===== src/rtl/bp_pkg.sv =====
// Shared types and widths for the branch prediction controller.
package bp_pkg;

    localparam int HIST_W      = 3;
    localparam int IDX_W       = 4;
    localparam int PC_W        = 10;
    localparam int DEF_QDEPTH  = 4;

    // One in-flight branch: its PC, the speculative history it was looked up
    // with, and the direction the tables predicted for it.
    typedef struct packed {
        logic [PC_W-1:0]   pc;
        logic [HIST_W-1:0] snap;
        logic              pred;
    } bp_entry_t;

    typedef enum logic [0:0] {
        RUN     = 1'b0,
        RECOVER = 1'b1
    } bp_state_e;

endpackage


===== src/rtl/bp_inflight_fifo.sv =====
// In-order queue of predicted branches waiting for execute to resolve them.
// Flush wins over push and pop; a push while full is only taken together
// with a pop so the occupancy never exceeds DEPTH.
module bp_inflight_fifo
    import bp_pkg::*;
#(
    parameter int DEPTH = 4,
    localparam int PTR_W = $clog2(DEPTH),
    localparam int CNT_W = PTR_W + 1
)
(
    input  logic             clk,
    input  logic             rst,
    input  logic             push_i,
    input  bp_entry_t        push_data_i,
    input  logic             pop_i,
    input  logic             flush_i,
    output bp_entry_t        head_o,
    output logic [CNT_W-1:0] count_o,
    output logic             full_o,
    output logic             empty_o
);

    localparam logic [CNT_W-1:0] DEPTH_C = CNT_W'(DEPTH);

    bp_entry_t        mem_q [DEPTH];
    logic [PTR_W-1:0] wr_ptr_q, wr_ptr_d;
    logic [PTR_W-1:0] rd_ptr_q, rd_ptr_d;
    logic [CNT_W-1:0] count_q, count_d;
    logic             push_ok, pop_ok;

    assign full_o  = (count_q == DEPTH_C);
    assign empty_o = (count_q == '0);
    assign count_o = count_q;
    assign head_o  = mem_q[rd_ptr_q];

    // Work out which transfers really happen and where the pointers go next.
    always_comb begin
        pop_ok   = pop_i && !empty_o;
        push_ok  = push_i && (!full_o || pop_ok);
        wr_ptr_d = wr_ptr_q;
        rd_ptr_d = rd_ptr_q;
        count_d  = count_q;
        if (flush_i) begin
            wr_ptr_d = '0;
            rd_ptr_d = '0;
            count_d  = '0;
        end else begin
            if (push_ok) wr_ptr_d = wr_ptr_q + 1'b1;
            if (pop_ok)  rd_ptr_d = rd_ptr_q + 1'b1;
            if (push_ok && !pop_ok) count_d = count_q + 1'b1;
            if (pop_ok && !push_ok) count_d = count_q - 1'b1;
        end
    end

    // Pointer and occupancy registers.
    always_ff @(posedge clk) begin
        if (rst) begin
            wr_ptr_q <= '0;
            rd_ptr_q <= '0;
            count_q  <= '0;
        end else begin
            wr_ptr_q <= wr_ptr_d;
            rd_ptr_q <= rd_ptr_d;
            count_q  <= count_d;
        end
    end

    // Entry storage; contents are only meaningful between the pointers.
    always_ff @(posedge clk) begin
        if (!rst && !flush_i && push_ok) begin
            mem_q[wr_ptr_q] <= push_data_i;
        end
    end

endmodule


===== src/rtl/branch_predict_ctrl.sv =====
// Branch prediction controller: tracks speculative and committed global
// history, the queue of unresolved predictions, the tag table that decides
// when a table entry must be evicted, and the one-cycle recovery after a
// mispredict. History, index and PC widths come from bp_pkg.
module branch_predict_ctrl
    import bp_pkg::*;
#(
    parameter int QDEPTH = DEF_QDEPTH
)
(
    input  logic              clk,
    input  logic              rst,
    input  logic              fetch_valid,
    input  logic [PC_W-1:0]   fetch_pc,
    output logic              fetch_ready,
    output logic              pred_taken,
    input  logic              resolve_valid,
    input  logic              resolve_taken,
    output logic              mispredict,
    output logic              resolve_err,
    output logic [PC_W-1:0]   tbl_pc,
    output logic [HIST_W-1:0] tbl_prev_history,
    input  logic              tbl_prediction,
    output logic              tbl_evict,
    output logic              tbl_we,
    output logic [PC_W-1:0]   tbl_old_pc,
    output logic [HIST_W-1:0] tbl_update_history,
    output logic              tbl_branch_taken
);

    localparam int CNT_W = $clog2(QDEPTH) + 1;
    localparam int TAG_W = PC_W - IDX_W;
    localparam int TBL_N = 1 << IDX_W;
    localparam logic [CNT_W-1:0] DEPTH_C = CNT_W'(QDEPTH);

    bp_state_e         state_q, state_d;
    logic [HIST_W-1:0] spec_ghr_q, spec_ghr_d;
    logic [HIST_W-1:0] commit_ghr_q, commit_ghr_d;
    logic              tag_valid_q [TBL_N];
    logic [TAG_W-1:0]  tag_q [TBL_N];

    logic              tbl_we_q;
    logic [PC_W-1:0]   tbl_old_pc_q;
    logic [HIST_W-1:0] tbl_update_history_q;
    logic              tbl_branch_taken_q;

    bp_entry_t         head_entry, push_entry;
    logic [CNT_W-1:0]  count;
    logic              full, empty;
    logic              push, pop;
    logic [IDX_W-1:0]  fetch_idx;
    logic [TAG_W-1:0]  fetch_tag;

    assign fetch_idx          = fetch_pc[IDX_W-1:0];
    assign fetch_tag          = fetch_pc[PC_W-1:IDX_W];
    assign tbl_pc             = fetch_pc;
    assign tbl_prev_history   = spec_ghr_q;
    assign pred_taken         = tbl_prediction;
    assign push_entry         = '{pc: fetch_pc, snap: spec_ghr_q, pred: tbl_prediction};
    assign tbl_we             = tbl_we_q;
    assign tbl_old_pc         = tbl_old_pc_q;
    assign tbl_update_history = tbl_update_history_q;
    assign tbl_branch_taken   = tbl_branch_taken_q;

    // Handshake decisions for this cycle: a mispredict blocks fetch so the
    // flushed queue never receives a wrong-path branch, and a full queue only
    // accepts when the head is leaving in the same cycle.
    always_comb begin
        pop         = resolve_valid && !empty;
        resolve_err = resolve_valid && empty;
        mispredict  = pop && (resolve_taken != head_entry.pred);
        fetch_ready = (state_q == RUN) && !mispredict &&
                      ((count < DEPTH_C) || (resolve_valid && full));
        push        = fetch_valid && fetch_ready;
        tbl_evict   = push && (!tag_valid_q[fetch_idx] || (tag_q[fetch_idx] != fetch_tag));
    end

    // Next FSM state and histories; recovery rebuilds speculative history
    // from the mispredicted branch's snapshot plus its real outcome.
    always_comb begin
        state_d      = mispredict ? RECOVER : RUN;
        spec_ghr_d   = spec_ghr_q;
        commit_ghr_d = commit_ghr_q;
        if (mispredict) begin
            spec_ghr_d = {head_entry.snap[HIST_W-2:0], resolve_taken};
        end else if (push) begin
            spec_ghr_d = {spec_ghr_q[HIST_W-2:0], tbl_prediction};
        end
        if (pop) begin
            commit_ghr_d = {commit_ghr_q[HIST_W-2:0], resolve_taken};
        end
    end

    // FSM and global history registers.
    always_ff @(posedge clk) begin
        if (rst) begin
            state_q      <= RUN;
            spec_ghr_q   <= '0;
            commit_ghr_q <= '0;
        end else begin
            state_q      <= state_d;
            spec_ghr_q   <= spec_ghr_d;
            commit_ghr_q <= commit_ghr_d;
        end
    end

    // Tag table: remember which PC currently owns each table index.
    always_ff @(posedge clk) begin
        if (rst) begin
            for (int i = 0; i < TBL_N; i++) begin
                tag_valid_q[i] <= 1'b0;
                tag_q[i]       <= '0;
            end
        end else if (push) begin
            tag_valid_q[fetch_idx] <= 1'b1;
            tag_q[fetch_idx]       <= fetch_tag;
        end
    end

    // Table update strobe and payload, one cycle after the head resolves.
    always_ff @(posedge clk) begin
        if (rst) begin
            tbl_we_q             <= 1'b0;
            tbl_old_pc_q         <= '0;
            tbl_update_history_q <= '0;
            tbl_branch_taken_q   <= 1'b0;
        end else begin
            tbl_we_q <= pop;
            if (pop) begin
                tbl_old_pc_q         <= head_entry.pc;
                tbl_update_history_q <= head_entry.snap;
                tbl_branch_taken_q   <= resolve_taken;
            end
        end
    end

    // Every older branch has resolved correctly, so the oldest in-flight
    // snapshot (or the speculative history when idle) equals committed history.
    assert property (@(posedge clk) disable iff (rst)
        (empty ? (spec_ghr_q == commit_ghr_q) : (head_entry.snap == commit_ghr_q)));

    bp_inflight_fifo #(
        .DEPTH (QDEPTH)
    ) u_fifo (
        .clk         (clk),
        .rst         (rst),
        .push_i      (push),
        .push_data_i (push_entry),
        .pop_i       (pop),
        .flush_i     (mispredict),
        .head_o      (head_entry),
        .count_o     (count),
        .full_o      (full),
        .empty_o     (empty)
    );

endmodule


===== config.mk =====
export PLATFORM = sky130hd
export DESIGN_NAME = branch_predict_ctrl
export DESIGN_NICKNAME = d
export VERILOG_FILES = /design/src/rtl/bp_pkg.sv /design/src/rtl/bp_inflight_fifo.sv /design/src/rtl/branch_predict_ctrl.sv
export SDC_FILE = /design/constraint.sdc
export NUM_CORES = 1
export LEC_CHECK = 0
export CELL_PAD_IN_SITES_DETAIL_PLACEMENT = 1
export CELL_PAD_IN_SITES_GLOBAL_PLACEMENT = 1
export CORE_MARGIN = 2
export CORE_UTILIZATION = 44
export DETAILED_ROUTE_END_ITERATION = 12
export GPL_ROUTABILITY_DRIVEN = 0
export GPL_TIMING_DRIVEN = 0
export PLACE_DENSITY = 0.78
export SYNTH_ARGS = -nofsm -noshare
export SYNTH_HDL_FRONTEND = slang
export SYNTH_SLANG_ARGS = --single-unit

===== constraint.sdc =====
create_clock -name clk -period 3.5 [get_ports clk]
set_input_delay 0.7 -clock clk [delete_from_list [all_inputs] [get_ports clk]]
set_output_delay 0.7 -clock clk [all_outputs]
set_load 0.05 [all_outputs]

==> out/metrics.yaml, run 1 <==
status: "complete, but fails checks"
failed_checks: "setup timing"
seq_area_frac_synth_pct: 63.9
start_util_pct: 45.3
design_area_sq_um: 10100
rsz0062_at_grt: "true"
ir_drop_uv: 703
p_per_area_nw_per_um2: 622
area_growth_pct: 18.9
path_clk_slew_ns: 0.07
cts-root-buf: "clkbuf_16"
grt_pass1_vias: 5466
crit_end: "tbl_evict"
fmax_mhz: 282
wl_mm: 21.3
ios: 49
antenna_found_initial: 0
critPathLaunch: "fetch_pc[2]"
numCtsBuffers: 17
num_antenna_cells: 0
ant_nets: 0
layout_common_cells: "edfxtp_1, and2_1, dfxtp_1"
worstRegToRegCells: 6
hold_path.class: "register to register"
tightest_slew_ns: 1.08
ys_ff_latch: 196
syn_area_per_cell_sq_um: 14.8
cp.arrival_ns: 2.85
io_buffers: 48
ctsHtreeMaxLevel: 4
worstSetupEndpointType: "output port"
drive_above_1_share_pct: 22.2
drc: 0
grt_start_max_net_pins: 18
period_share_pct: 101
final-max-slew-violation-count: 0
core-area_sq_um: 18800
row_count: 50
synthCells: 576
finalSetupViolCount: 1
period_minus_slack_ns: 3.55
layout_commonest_cell: "edfxtp_1"
clkLatencyLatePin_ns: 0.44
netlist_area_sq_um: 8530
max_cap_viol_count: 0
cts_tree: "yes"
max-slew-margin-rel_pct: 27.1
hold_buffers: 0
ys_types: 44
ff_latch_area_sq_um: 5450
nets: 676
first_iter_violations: 297
die_w_um: 143
r2r_slack_ns: 0.44
nFillCells: 1836
p_total_mw: 6.31
grt_pass1_wl_mm: 32.3
required_ns: 2.80
whs_path_depth: 1
hold_viol_final: 0
grtUsageTotal_pct: 22.3
dieArea_sq_um: 20500
critPathKind: "input pin to output port"
fp.dieH_um: 143
timing.rr.end: "tag_q[11][0]"
multi_input_area_sq_um: 2880
drt_pass1_iterations: 4
place_hpwl_mm: 14.5
wl_per_cell_um: 22.9
cts.path.max_buffers: 2
start_kind: "input pin"
synth_nets: 598
leakage_nw: 3.77
grt_overflow: 0
worstPathMaxFanout: 8
cts.sinks: 196
finClkSkew_ns: 0.00764
yosysWarnings: 0
place_area_sq_um: 9340
final.setup.worst_slack_ns: -0.0491
routed-via-count: 5018
viasPerCell: 5.41
-- logic make-up (layout without fill, tap and decap cells) --
logic type,count (synthesis),in the layout,synth area share [%]
DFF,196,196,63.9
xor gates and xnor gates,14,14,1.53
and+or+nand+nor,194,194,13.5
adders and majority gates,6,6,0.969
buffers and inverters,50,141,2.91
AOI/OAI and AO/OA,58,58,4.49
muxes,58,58,12.8
-- report_power, final --
part / switching [mW] / internal (mW) / total, mW
registers: 0.109 / 2.74 / 2.85
clock network: 0.903 / 1.07 / 1.98
logic: 0.914 / 0.576 / 1.49
total: 1.93 / 4.38 / 6.31
-- flip-flops by register name (all words and copies together), names as in the netlist, named ones only --
register,cells
tbl_we,1
tbl_prev_history,3
tag_valid_q,16
tbl_branch_taken,1
u_fifo.rd_ptr_q,2
tbl_old_pc,10
u_fifo.count_o,3
state_q,1
u_fifo.wr_ptr_q,2
tag_q,96
tbl_update_history,3
u_fifo.mem_q,56
-- cell usage after synthesis --
cell	instances	area (sq um)
nor3_1	2	10.0
o21ai_0	12	60.1
or2_1	3	18.8
ha_1	5	62.6
nor3_4	4	65.1
mux2_2	5	56.3
xor2_1	8	70.1
clkbuf_1	16	60.1
nand3_4	1	17.5
buf_2	14	70.1
fa_1	1	20.0
buf_4	11	82.6
dfxtp_1	44	881
a21oi_1	18	90.1
or2_2	1	6.26
a211oi_1	1	7.51
nor2b_1	2	12.5
or3b_2	1	8.76
o221ai_1	1	8.76
a41oi_1	1	8.76
nand2_4	1	11.3
a21o_1	16	120
a21boi_0	1	7.51
nand2b_1	5	31.3
o2111a_4	1	20.0
mux4_2	40	901
nor2_1	24	90.1
clkinv_1	1	3.75
inv_1	7	26.3
o211ai_2	1	12.5
clkbuf_2	1	5.00
a221oi_1	2	17.5
nand3_1	2	10.0
xnor2_1	5	43.8
or3_1	1	6.26
nand2_1	34	128
and2_1	102	638
xnor2_2	1	16.3
nand3b_4	2	40.0
nor2_2	9	56.3
edfxtp_1	152	4560
a2111oi_0	2	17.5
mux2i_1	13	130
o22ai_1	2	12.5
-- metal layers --
layer,wire length (um),share of wire [%],GRT usage [%],vias to the layer above
met2,11400,53,40.1,137
met1,8500,40,26.1,2600
met3,1020,4.8,5.70,29
met4,381,1.8,7.24,0
li1,-,-,-,2252
met5,0,0,0,-
-- worst max-delay path, stage by stage --
cell and delay (ns):
buf_4 0.12, buf_8 0.16, mux4_2 0.55, mux4_2 0.50, xor2_1 0.18, nor3_2 0.26, a41oi_2 0.18, buf_6 0.19
-- area by class of cell --
class	count	area share, %
multi-input cells	330	28.4
clock buffers	19	4.69
clock inverters	13	1.16
flip-flops and latches	196	53.7
well taps	260	3.21
plain buffers	42	3.00
inverters	8	0.333
repair buffers	59	5.55
-- stage by stage --
| stage | worst slack [ns] | utilization [%] | cells | setup TNS [ns] | hold slack, ns |
|---|---|---|---|---|---|
| 6_report | -0.0491 | 53.8 | 927 | -0.0491 | 0.456 |
| 2_1_floorplan | 0.110 | - | 576 | 0 | 0.425 |
| 3_3_place_gp | -1.68 | 49.6 | 884 | -74.50 | 0.436 |
| 5_1_grt | -0.119 | 53.8 | 927 | -0.565 | 0.473 |
| 3_5_place_dp | -1.76 | 49.6 | 884 | -97.02 | 0.443 |
| 4_1_cts | -0.0855 | 53.3 | 919 | -0.0855 | 0.459 |
-- worst min path at each step --
stage,start,endpoint,slack (ns)
3_5_place_dp,tag_valid_q[13],tag_valid_q[13],0.44
5_1_grt,tag_valid_q[14],tag_valid_q[14],0.47
4_1_cts,tag_valid_q[13],tag_valid_q[13],0.46
6_report,tag_valid_q[13],tag_valid_q[13],0.46
3_3_place_gp,tag_valid_q[1],tag_valid_q[1],0.44
2_1_floorplan,tag_valid_q[10],tag_valid_q[10],0.43
-- timing repair --
action                                  in CTS  in global routing
resized for setup                           50                 23
buffers inserted                             3                  8
hold endpoints to repair                     0                  0
pin swaps                                    2                  2
endpoints found under the setup margin      81                  9
Power figures use the tool's default switching activity.
==> run 2, diff against run 1 <==
- CORE_MARGIN: 2 -> 3
==> run 2 against run 1 <==
The run now ends clean. Clock skew is 0.0053 ns higher. Worst setup slack gained 0.065 ns. Register-to-register slack better by 0.02 ns. Sequential power barely moved. Sequential share of layout area barely moved. Count of clock-buffer cells in the layout shrank 2. Sequential cell count unchanged. First-iteration DRC count grew 14%. Critical path depth unchanged. Wire length is 0.62% lower.
==> out/metrics.yaml, run 2 (synthesis results as in run 1) <==
status: "complete, no violations"
antenna_found_initial: 0
die_w_um: 145
hold_buffers: 0
cpMostUsedCell: "mux4_2"
power.share.switching_pct: 32.0
cts.path.max_buffers: 2
critPathKind: "input pin to output port"
max_cap_viol_count: 0
holdWs_ns: 0.458
first_iter_violations: 340
area_growth_pct: 18.9
place_hpwl_mm: 14.7
finalSetupViolCount: 0
start_kind: "input pin"
grt_pass1_wl_mm: 32.2
largest-register: "tag_q"
path_cells: "clkbuf_4, buf_12, mux4_2, mux4_2, xor2_1, nor3_2, a41oi_2, buf_6"
grtUsageTotal_pct: 20.5
grt_start_max_net_pins: 22
dp_cells: 884
p_total_mw: 6.28
intPower_mw: 4.27
wl_per_cell_um: 22.9
num_antenna_cells: 0
layout_common_cells: "edfxtp_1, and2_1, dfxtp_1"
numCtsBuffers: 17
top_regs: "tag_q x96, u_fifo.mem_q x56, tag_valid_q x16"
combPwrFrac_pct: 23.5
p_clk_share_pct: 31.3
nets: 671
cts.sinks: 196
required_ns: 2.80
dieArea_sq_um: 21100
period_minus_slack_ns: 3.48
drive_above_1_share_pct: 21.9
hold_viol_final: 0
clkLatencyLatePin_ns: 0.44
max_stage_delay_ns: 0.54
switchingPower_mw: 2.01
fin_setup_tns_ns: 0
tightest_slew_ns: 0.986
core-area_sq_um: 18900
final.setup.worst_slack_ns: 0.0161
ctsHtreeMaxLevel: 4
p_per_area_nw_per_um2: 620
pwr-share-seq_pct: 45.3
largest_reg_flops: 96
cts-root-buf: "clkbuf_16"
pre_cts_ws_ns: -1.83
drc: 0
row_count: 50
finClkSkew_ns: 0.0129
rsz0062_at_grt: "true"
period_share_pct: 99.5
leakage_nw: 3.75
fp.dieH_um: 145
final-max-slew-violation-count: 0
cts_tree: "yes"
hold_path.class: "register to register"
layout.cells.non_filler: 922
fmax_mhz: 287
drt_pass1_iterations: 4
worstSetupEndpointType: "output port"
ios: 49
start_util_pct: 45.1
worstPathMaxFanout: 7
viasPerCell: 5.43
routed-via-count: 5007
slowest_stage: "mux4_2"
grt_pass1_vias: 5460
grt_overflow: 0
cp.arrival_ns: 2.78
path_clk_slew_ns: 0.07
wl_mm: 21.1
io_buffers: 48
ir_drop_uv: 445
layout_commonest_cell: "edfxtp_1"
ant_nets: 0
max-slew-margin-rel_pct: 33.6
## run 2: cell types whose count changed in the layout (fill, tap and decap cells not counted), sizes merged
cell,before,now
buf,40,31
clkbuf,37,39
clkinv,7,9
inv,11,13
bufinv,1,0
clkdlybuf4s15,2,1
clkdlybuf4s18,0,1
clkinvlp,2,1
## run 2: critical path, delay by kind of cell
family	cells	cell delay [ns]
XOR/XNOR	1	0.17
buffers and inverters	3	0.49
multiplexers	2	1.03
AO/OA/AOI/OAI	1	0.16
AND/OR/NAND/NOR	1	0.22
## run 2: final timing paths
kind / from / endpoint / slack, ns / cells past startpoint
setup / recovery: fetch_pc[2] / tbl_evict / 0.02 / 8
hold / removal: tag_valid_q[15] / tag_valid_q[15] / 0.46 / 1
setup reg to reg: register / tag_q[6][0] / 0.46 / 6
hold reg to reg: tag_valid_q[15] / tag_valid_q[15] / 0.46 / 1
## run 2: per-stage QoR
step	cell area [sq um]	util (%)
global placement	9340	49.4
detailed placement	9340	49.4
finish	10100	53.6
CTS	10000	53.1
global route	10100	53.6
floorplan	8530	-
## run 2: cell type report
class	count	area [sq um]
plain buffers	42	323
clock buffers	17	425
clock inverters	15	185
fillers	1850	8760
inverters	8	33.8
multi-input cells	330	2880
flip-flops and latches	196	5450
well taps	260	325
repair buffers	54	517
## run 2: metal layers
| metal | vias to the layer above | global-route usage [%] | share of wire [%] |
|---|---|---|---|
| li1 | 2250 | - | - |
| met1 | 2604 | 24.9 | 40 |
| met3 | 25 | 4.06 | 4.0 |
| met5 | - | 0 | 0 |
| met4 | 0 | 7.22 | 2.3 |
| met2 | 128 | 36.5 | 53 |
## run 2: timing repair
item	in CTS	in global routing
buffers inserted	1	5
resized for setup	47	32
gates cloned	0	0
setup endpoints to repair	88	17
pin swaps	1	2
## run 2: power groups by stage
stage / logic, mW / registers (mW) / clock network [mW]
after global placement: 1.38 / 2.87 / 0
after detailed placement: 1.43 / 2.90 / 0
after global routing: 1.60 / 2.86 / 2.08
after floorplan: 0.816 / 3.05 / 0
final: 1.47 / 2.84 / 1.96
after CTS: 1.45 / 2.85 / 1.99
==> run 3, diff against run 2 <==
- CELL_PAD_IN_SITES_DETAIL_PLACEMENT: 1 -> not set
- CELL_PAD_IN_SITES_GLOBAL_PLACEMENT: 1 -> not set
- CORE_UTILIZATION: 44 -> 55
- PLACE_DENSITY: 0.78 -> 0.81
- SKIP_CTS_REPAIR_TIMING: not set -> 1
==> run 3 against run 2 <==
The flow now finishes with violations (setup timing). Power is 0.27% lower. Clock skew fell by 0.0073 ns. Critical path depth unchanged. Worst setup slack worse by 0.16 ns. Combinational power is 4% lower. Critical path type unchanged. Critical endpoint unchanged. Highest routed layer unchanged.
==> out/metrics.yaml, run 3 (synthesis results as in run 1) <==
cpMostUsedCell: "mux4_2"
final.setup.worst_slack_ns: -0.142
finalSetupViolCount: 1
slowest_stage: "mux4_2"
finClkSkew_ns: 0.00559
failed_checks: "setup timing"
final-max-slew-violation-count: 0
period_share_pct: 104
final_util_pct: 66.8
hold_viol_final: 0
worstPathMaxFanout: 8
required_ns: 2.80
dieArea_sq_um: 17000
fmax_mhz: 275
hold_path.class: "register to register"
path_cells: "clkbuf_2, buf_8, mux4_2, mux4_2, xor2_1, nor3_2, a41oi_2, buf_4"
largest_reg_flops: 96
cp.arrival_ns: 2.94
ios: 49
p_per_area_nw_per_um2: 631
viasPerCell: 5.98
cts-root-buf: "clkbuf_16"
numCtsBuffers: 17
place_area_sq_um: 9240
drive_above_1_share_pct: 20.3
critPathKind: "input pin to output port"
routed-via-count: 5019
io_buffers: 48
place_hpwl_mm: 12.7
tightest_slew_ns: 1.04
drc: 0
leakage_nw: 3.73
ff_latch_area_sq_um: 5450
nFillCells: 1018
start_util_pct: 57.4
top_regs: "tag_q x96, u_fifo.mem_q x56, tag_valid_q x16"
status: "complete, but fails checks"
fin_setup_tns_ns: -0.142
num_antenna_cells: 0
ant_nets: 0
grt_start_max_net_pins: 19
period_minus_slack_ns: 3.64
ctsHtreeMaxLevel: 4
wl_per_cell_um: 22.6
cts.path.max_buffers: 2
cts_tree: "yes"
die_w_um: 131
grtUsageTotal_pct: 23.7
rsz0062_at_grt: "true"
design_area_sq_um: 9920
core-area_sq_um: 14900
worstSetupEndpointType: "output port"
path_clk_slew_ns: 0.07
p_total_mw: 6.26
layout_commonest_cell: "edfxtp_1"
grt_overflow: 0
start_kind: "input pin"
clkLatencyLatePin_ns: 0.44
row_count: 44
largest-register: "tag_q"
cts.sinks: 196
multi_input_area_sq_um: 2850
layout_common_cells: "edfxtp_1, and2_1, dfxtp_1"
grt_pass1_wl_mm: 28.9
area_growth_pct: 16.4
first_iter_violations: 559
max_stage_delay_ns: 0.56
wl_mm: 19.0
grt_pass1_vias: 5123
antenna_found_initial: 0
fp.dieH_um: 131
ir_drop_uv: 385
nets: 665
drt_pass1_iterations: 4
max_cap_viol_count: 0
max-slew-margin-rel_pct: 29.7
[run 3: through the flow]
step / hold WS [ns] / instances / worst slack, ns
floorplan: 0.425 / 576 / 0.110
global placement: 0.435 / 808 / -1.55
detailed placement: 0.443 / 808 / -1.65
CTS: 0.456 / 840 / -1.66
global route: 0.469 / 840 / -0.209
finish: 0.455 / 840 / -0.142
[run 3: worst max-delay path, delay by kind of cell]
kind	cells	cell delay (ns)
xor+xnor	1	0.17
buf+inv	3	0.60
simple gates	1	0.22
mux	2	1.06
compound gates	1	0.18
[run 3: final timing paths]
path	from	to	slack (ns)	cells after the start
worst max-delay path	fetch_pc[1]	tbl_evict	-0.14	8
worst min-delay path	tbl_old_pc[0]	tbl_old_pc[0]	0.46	2
worst max register to register	register	u_fifo.count_o[2]	0.41	11
worst min register to register	tbl_old_pc[0]	tbl_old_pc[0]	0.46	2
[run 3: power by group]
group	leakage, nW	internal [mW]	switching (mW)	total (mW)
Combinational	1.56	0.531	0.874	1.41
Sequential	1.86	2.74	0.103	2.84
Clock	0.304	1.11	0.906	2.02
Total	3.73	4.38	1.88	6.26
[run 3: metal layers]
metal | track usage (%) | wire, um | vias to the layer above | share of wire (%)
met2 | 39.8 | 9940 | 205 | 52
li1 | - | - | 2235 | -
met3 | 5.49 | 1230 | 47 | 6.5
met5 | 0 | 0 | - | 0
met4 | 9.98 | 589 | 0 | 3.1
met1 | 29.9 | 7220 | 2532 | 38
[run 3: final cells by class]
class | instances | share of cell area, %
multi-input combinational | 330 | 28.7
clock inverter | 12 | 1.31
tap | 184 | 2.32
sequential | 196 | 54.9
inverter | 8 | 0.340
buffer | 42 | 2.81
timing repair buffer | 48 | 4.74
clock buffer | 20 | 4.93
==> edit 1, RTL diff (settings of run 3) <==
Set the package constant `IDX_W` to 5 (it was 4).
--- a/src/rtl/bp_pkg.sv
+++ b/src/rtl/bp_pkg.sv
@@ -3,5 +3,5 @@
 
     localparam int HIST_W      = 3;
-    localparam int IDX_W       = 4;
+    localparam int IDX_W       = 5;
     localparam int PC_W        = 10;
     localparam int DEF_QDEPTH  = 4;
Check against the original RTL: not equivalent (Yosys sat finds a counterexample within 4 cycles, from zero or initial values and one cycle with rst high).
==> edit 1 against run 3 <==
Die area is 42% higher. Global-route usage is 2.4 points higher. Critical path depth is 5 higher. Register-to-register slack worse by 0.19 ns. Maximum frequency is 4.1% lower. Power is 35% higher. Setup slack worse by 0.15 ns. Final area is 47% higher. Clock skew is 0.018 ns higher. Routed wire length is 71% higher. Area after synthesis is 44% higher. The run still ends with negative setup slack left. Sequential cell count is 80 higher. Count of clock-buffer cells in the layout is 22 higher. Sequential share of layout area is 2.1 points lower. Critical endpoint unchanged.
==> edit 1: results (changes against run 3) <==
STA
  – Worst Slack Setup Final: -0.295 ns (was -0.142 ns)
  – Final setup fails: 1 (unchanged)

Clocking
  – Longest Clk Path Bufs: 3 (was 2)
  – Htree depth: 1 (was 4)
  – Clk_lat worst skew: 0.56 ns (was 0.44 ns)

Outcome
  – Status: finished, violations left (unchanged)
  – Failing checks: negative setup slack (unchanged)

Worst setup path
  – Worst Path Arrival: 3.10 ns (was 2.94 ns)
  – Crit-path max FO: 10 (was 8)
  – Slowest library cell on the worst path: mux2i_1 (was mux4_2)
  – Family with the most delay on the worst path: buffers and inverters (was multiplexers)
  – CP peak stage delay: 0.38 ns (was 0.56 ns)

Route
  – Drt total wl: 32,400 um (was 19,000 um)
  – First DRT Iteration DRCs: 1,284 (was 559)
  – WL met3: 3820 um (was 1230 um)
  – Met2 wire len: 15,100 um (was 9940 um)

Global route
  – GRT Total Usage: 0.261 (was 0.237)
  – GRT met1 Usage: 0.348 (was 0.299)
  – Global-route wire length before repair: 47,900 um (was 28,900 um)
  – Met2 Use GR: 0.415 (was 0.398)

Yosys
  – Register area share after synthesis: 0.627 (was 0.639)
  – Mux cell area share after synthesis: 0.109 (was 0.128)
  – Compound-Gate Fraction of Synth Area: 0.0662 (was 0.0449)
  – Cells after synthesis: 902 (was 576)

Final layout
  – Share of layout cells above drive strength 1: 0.189 (was 0.203)
  – Fillers: 1,456 (was 1,018)
  – Largest regs: tag_q: 160 flops, u_fifo.mem_q: 56 flops, tag_valid_q: 32 flops (was tag_q: 96 flops, u_fifo.mem_q: 56 flops, tag_valid_q: 16 flops)
  – Finished Layout Cells: 1,301 (was 840)

Place
  – Pre-CTS setup slack: -1.95 ns (was -1.65 ns)
  – Cell total after placement: 1,225 (was 808)

Power and ir drop
  – VDD IR-drop max: 0.395 mV (was 0.385 mV)
  – Pleak: 0.00556 uW (was 0.00373 uW)
==> edit 1: cell types whose count changed after synthesis, sizes merged, moves of 8 or more <==
cell / before / now
dfxtp: 44 / 60
a21o: 16 / 32
o21ai: 12 / 34
mux2i: 13 / 62
and2: 102 / 167
nor2: 33 / 50
o22ai: 2 / 29
edfxtp: 152 / 216
mux4: 40 / 31
clkbuf: 17 / 34
nand2: 35 / 44
buf: 25 / 33
==> edit 1: area by class of cell <==
| type | instances | area share |
|---|---|---|
| Buffer | 65 | 0.0339 |
| Clock buffer | 42 | 0.0587 |
| Clock inverter | 10 | 0.00473 |
| Inverter | 10 | 0.00275 |
| Multi-Input combinational cell | 549 | 0.299 |
| Sequential cell | 276 | 0.528 |
| Tap cell | 275 | 0.0236 |
| Timing Repair Buffer | 74 | 0.0491 |
==> edit 1: power by group <==
part           total (uW)  switching [uW]  internal (uW)
logic                1620            1020            600
clock network        2960            1270           1690
registers            3890             114           3780
total                8470            2400           6070
==> edit 1: metrics by stage <==
| step | cell area (um2) | setup TNS (ns) | hold WS, ns | utilization |
|---|---|---|---|---|
| 3_5_place_dp | 13100 | -80.49 | 0.439 | 0.609 |
| 2_1_floorplan | 12300 | 0 | 0.425 | - |
| 4_1_cts | 14000 | -10.81 | 0.453 | 0.652 |
| 3_3_place_gp | 13100 | -71.58 | 0.431 | 0.609 |
| 5_1_grt | 14600 | -0.351 | 0.403 | 0.678 |
| 6_report | 14600 | -0.295 | 0.419 | 0.678 |
==> edit 1: final timing paths <==
check,start,to,slack [ns],cells after the start
max reg2reg,flop,tag_q[5][3],0.22,7
min reg2reg,tbl_old_pc[3],tbl_old_pc[3],0.46,2
min,fetch_pc[1],u_fifo.mem_q[1][5],0.42,1
max,fetch_pc[1],tbl_evict,-0.30,13
==> edit 2, RTL diff (flow settings as in run 3) <==
Made on the original files. Make the reset (`rst`) asynchronous in 4 clocked blocks.
--- a/src/rtl/bp_inflight_fifo.sv
+++ b/src/rtl/bp_inflight_fifo.sv
@@ -55,5 +55,5 @@
 
     // Pointer and occupancy registers.
-    always_ff @(posedge clk) begin
+    always_ff @(posedge clk or posedge rst) begin
         if (rst) begin
             wr_ptr_q <= '0;
--- a/src/rtl/branch_predict_ctrl.sv
+++ b/src/rtl/branch_predict_ctrl.sv
@@ -93,5 +93,5 @@
 
     // FSM and global history registers.
-    always_ff @(posedge clk) begin
+    always_ff @(posedge clk or posedge rst) begin
         if (rst) begin
             state_q      <= RUN;
@@ -106,5 +106,5 @@
 
     // Tag table: remember which PC currently owns each table index.
-    always_ff @(posedge clk) begin
+    always_ff @(posedge clk or posedge rst) begin
         if (rst) begin
             for (int i = 0; i < TBL_N; i++) begin
@@ -119,5 +119,5 @@
 
     // Table update strobe and payload, one cycle after the head resolves.
-    always_ff @(posedge clk) begin
+    always_ff @(posedge clk or posedge rst) begin
         if (rst) begin
             tbl_we_q             <= 1'b0;
Formal check against the unedited RTL: differs if rst is asserted again (counterexample within 4 cycles, from zero or initial values and one cycle with rst high); with rst held inactive, the same outputs for 4 cycles.
==> edit 2 against run 3 <==
Sequential cell count decreased by 2. Via count increased by 3.4%. Clock power decreased by 7%. Power increased by 30%. Final area increased by 1.9%. Die area increased by 1.2%. Critical endpoint unchanged. Combinational power increased by 91%. Area after synthesis increased by 1.3%. Routed wire length decreased by 3.1%. The run still ends with negative setup slack left. Setup slack got worse by 0.086 ns.
==> edit 2: results (changes against run 3) <==
Outcome
  – Status: finished, violations left (unchanged)
  – Failing checks: negative setup slack (unchanged)

Place
  – Dpl cell area: 9460 um2 (was 9240 um2)
  – Cell total after placement: 857 (was 808)
  – Post-DP HPWL: 12,500 um (was 12,700 um)

Global route
  – Largest net degree at the start of global routing: 46 (was 19)
  – GRT Total Usage: 0.221 (was 0.237)
  – Vias in the first global route: 5,542 (was 5,123)

Final layout
  – Fillers: 1,032 (was 1,018)

STA
  – Worst Slack Setup Final: -0.228 ns (was -0.142 ns)
  – Final setup fails: 1 (unchanged)
  – Fin Setup TNS: -0.228 ns (was -0.142 ns)

Route
  – Drt total wl: 18,400 um (was 19,000 um)
  – First DRT Iteration DRCs: 415 (was 559)
  – Drt wl/cell: 20.6 um (was 22.6 um)

Yosys
  – Register area share after synthesis: 0.595 (was 0.639)
  – Syn Nets: 616 (was 598)
  – Async SR Flop Fraction: 0.711 (was 0)
  – Main synth FF type: dfrtp_1 (was edfxtp_1)

Hold path
  – Hold wc startpoint: tag_valid_q[15] (was tbl_old_pc[0])
  – Hold Path End: tag_valid_q[15] (was tbl_old_pc[0])

Worst setup path
  – Worst r2r dst: u_fifo.count_o[2] (unchanged)
  – Worst Path Arrival: 3.03 ns (was 2.94 ns)

Power and ir drop
  – VDD IR-drop max: 0.635 mV (was 0.385 mV)
  – Pleak: 0.00423 uW (was 0.00373 uW)
==> edit 2: cell types whose count changed in the layout (fill, tap and decap cells not counted), sizes merged, moves of 11 or more <==
cell | run 3 | this run
nand2b | 5 | 21
mux2 | 5 | 103
a21oi | 18 | 7
dfxtp | 44 | 0
a21o | 16 | 0
and2 | 102 | 8
nand2 | 35 | 67
dfrtp | 0 | 138
nor2 | 33 | 19
edfxtp | 152 | 56
==> edit 2: how the worst max path moves through the flow <==
stage	startpoint	end	slack, ns	depth (start not counted)
floorplan	fetch_pc[1]	tbl_evict	0.12	8
global placement	fetch_pc[3]	tbl_evict	-1.65	10
detailed placement	fetch_pc[3]	tbl_evict	-1.75	10
CTS	fetch_pc[3]	tbl_evict	-1.77	10
global route	fetch_pc[9]	tbl_evict	-0.34	8
finish	fetch_pc[9]	tbl_evict	-0.23	8
==> edit 2: worst register-to-register path, delay by kind of cell, from the launching register on <==
kind                       cells  cell delay (ns)
buffers and inverters          2             0.55
and+or+nand+nor                3             0.74
adders and majority gates      1             0.38
DFF                            1             0.44
AOI/OAI and AO/OA              2             0.77
==> edit 2: stage by stage <==
stage / utilization / setup slack, ns / total power, uW
final: 0.663 / -0.228 / 8130
after global routing: 0.663 / -0.345 / 8530
after floorplan: - / 0.116 / 5470
after global placement: 0.616 / -1.65 / 6060
after CTS: 0.658 / -1.77 / 8130
after detailed placement: 0.620 / -1.75 / 6250
==> edit 2: cell families (layout without fill, tap and decap cells) <==
| family | after synthesis | count (layout) | synth area share |
|---|---|---|---|
| flops | 194 | 194 | 0.595 |
| xor+xnor | 10 | 10 | 0.0110 |
| fa+ha+maj | 5 | 5 | 0.00812 |
| mux | 158 | 158 | 0.247 |
| buf+inv | 53 | 138 | 0.0300 |
| compound gates | 38 | 38 | 0.0296 |
| simple gates | 137 | 137 | 0.0791 |
==> edit 2: layout make-up <==
type	count	area, um2	area share
flip-flops and latches	194	5130	0.508
multi-input cells	348	3280	0.324
repair buffers	53	552	0.0546
clock buffers	24	503	0.0498
plain buffers	45	270	0.0267
well taps	211	264	0.0261
clock inverters	8	75.1	0.00743
inverters	8	33.8	0.00334
==> edit 2: metal layers <==
| layer | vias up | routed length, um | GRT usage |
|---|---|---|---|
| met5 | - | 0 | 0 |
| met1 | 2686 | 7360 | 0.272 |
| met4 | 0 | 371 | 0.0863 |
| met2 | 184 | 9570 | 0.384 |
| li1 | 2284 | - | - |
| met3 | 37 | 1100 | 0.0505 |
==> edit 2: power by group <==
part | switching, uW | internal (uW) | leakage, uW | total (uW)
registers | 411 | 3140 | 0.00223 | 3550
logic | 1420 | 1290 | 0.00172 | 2700
clock network | 797 | 1080 | 0.000282 | 1870
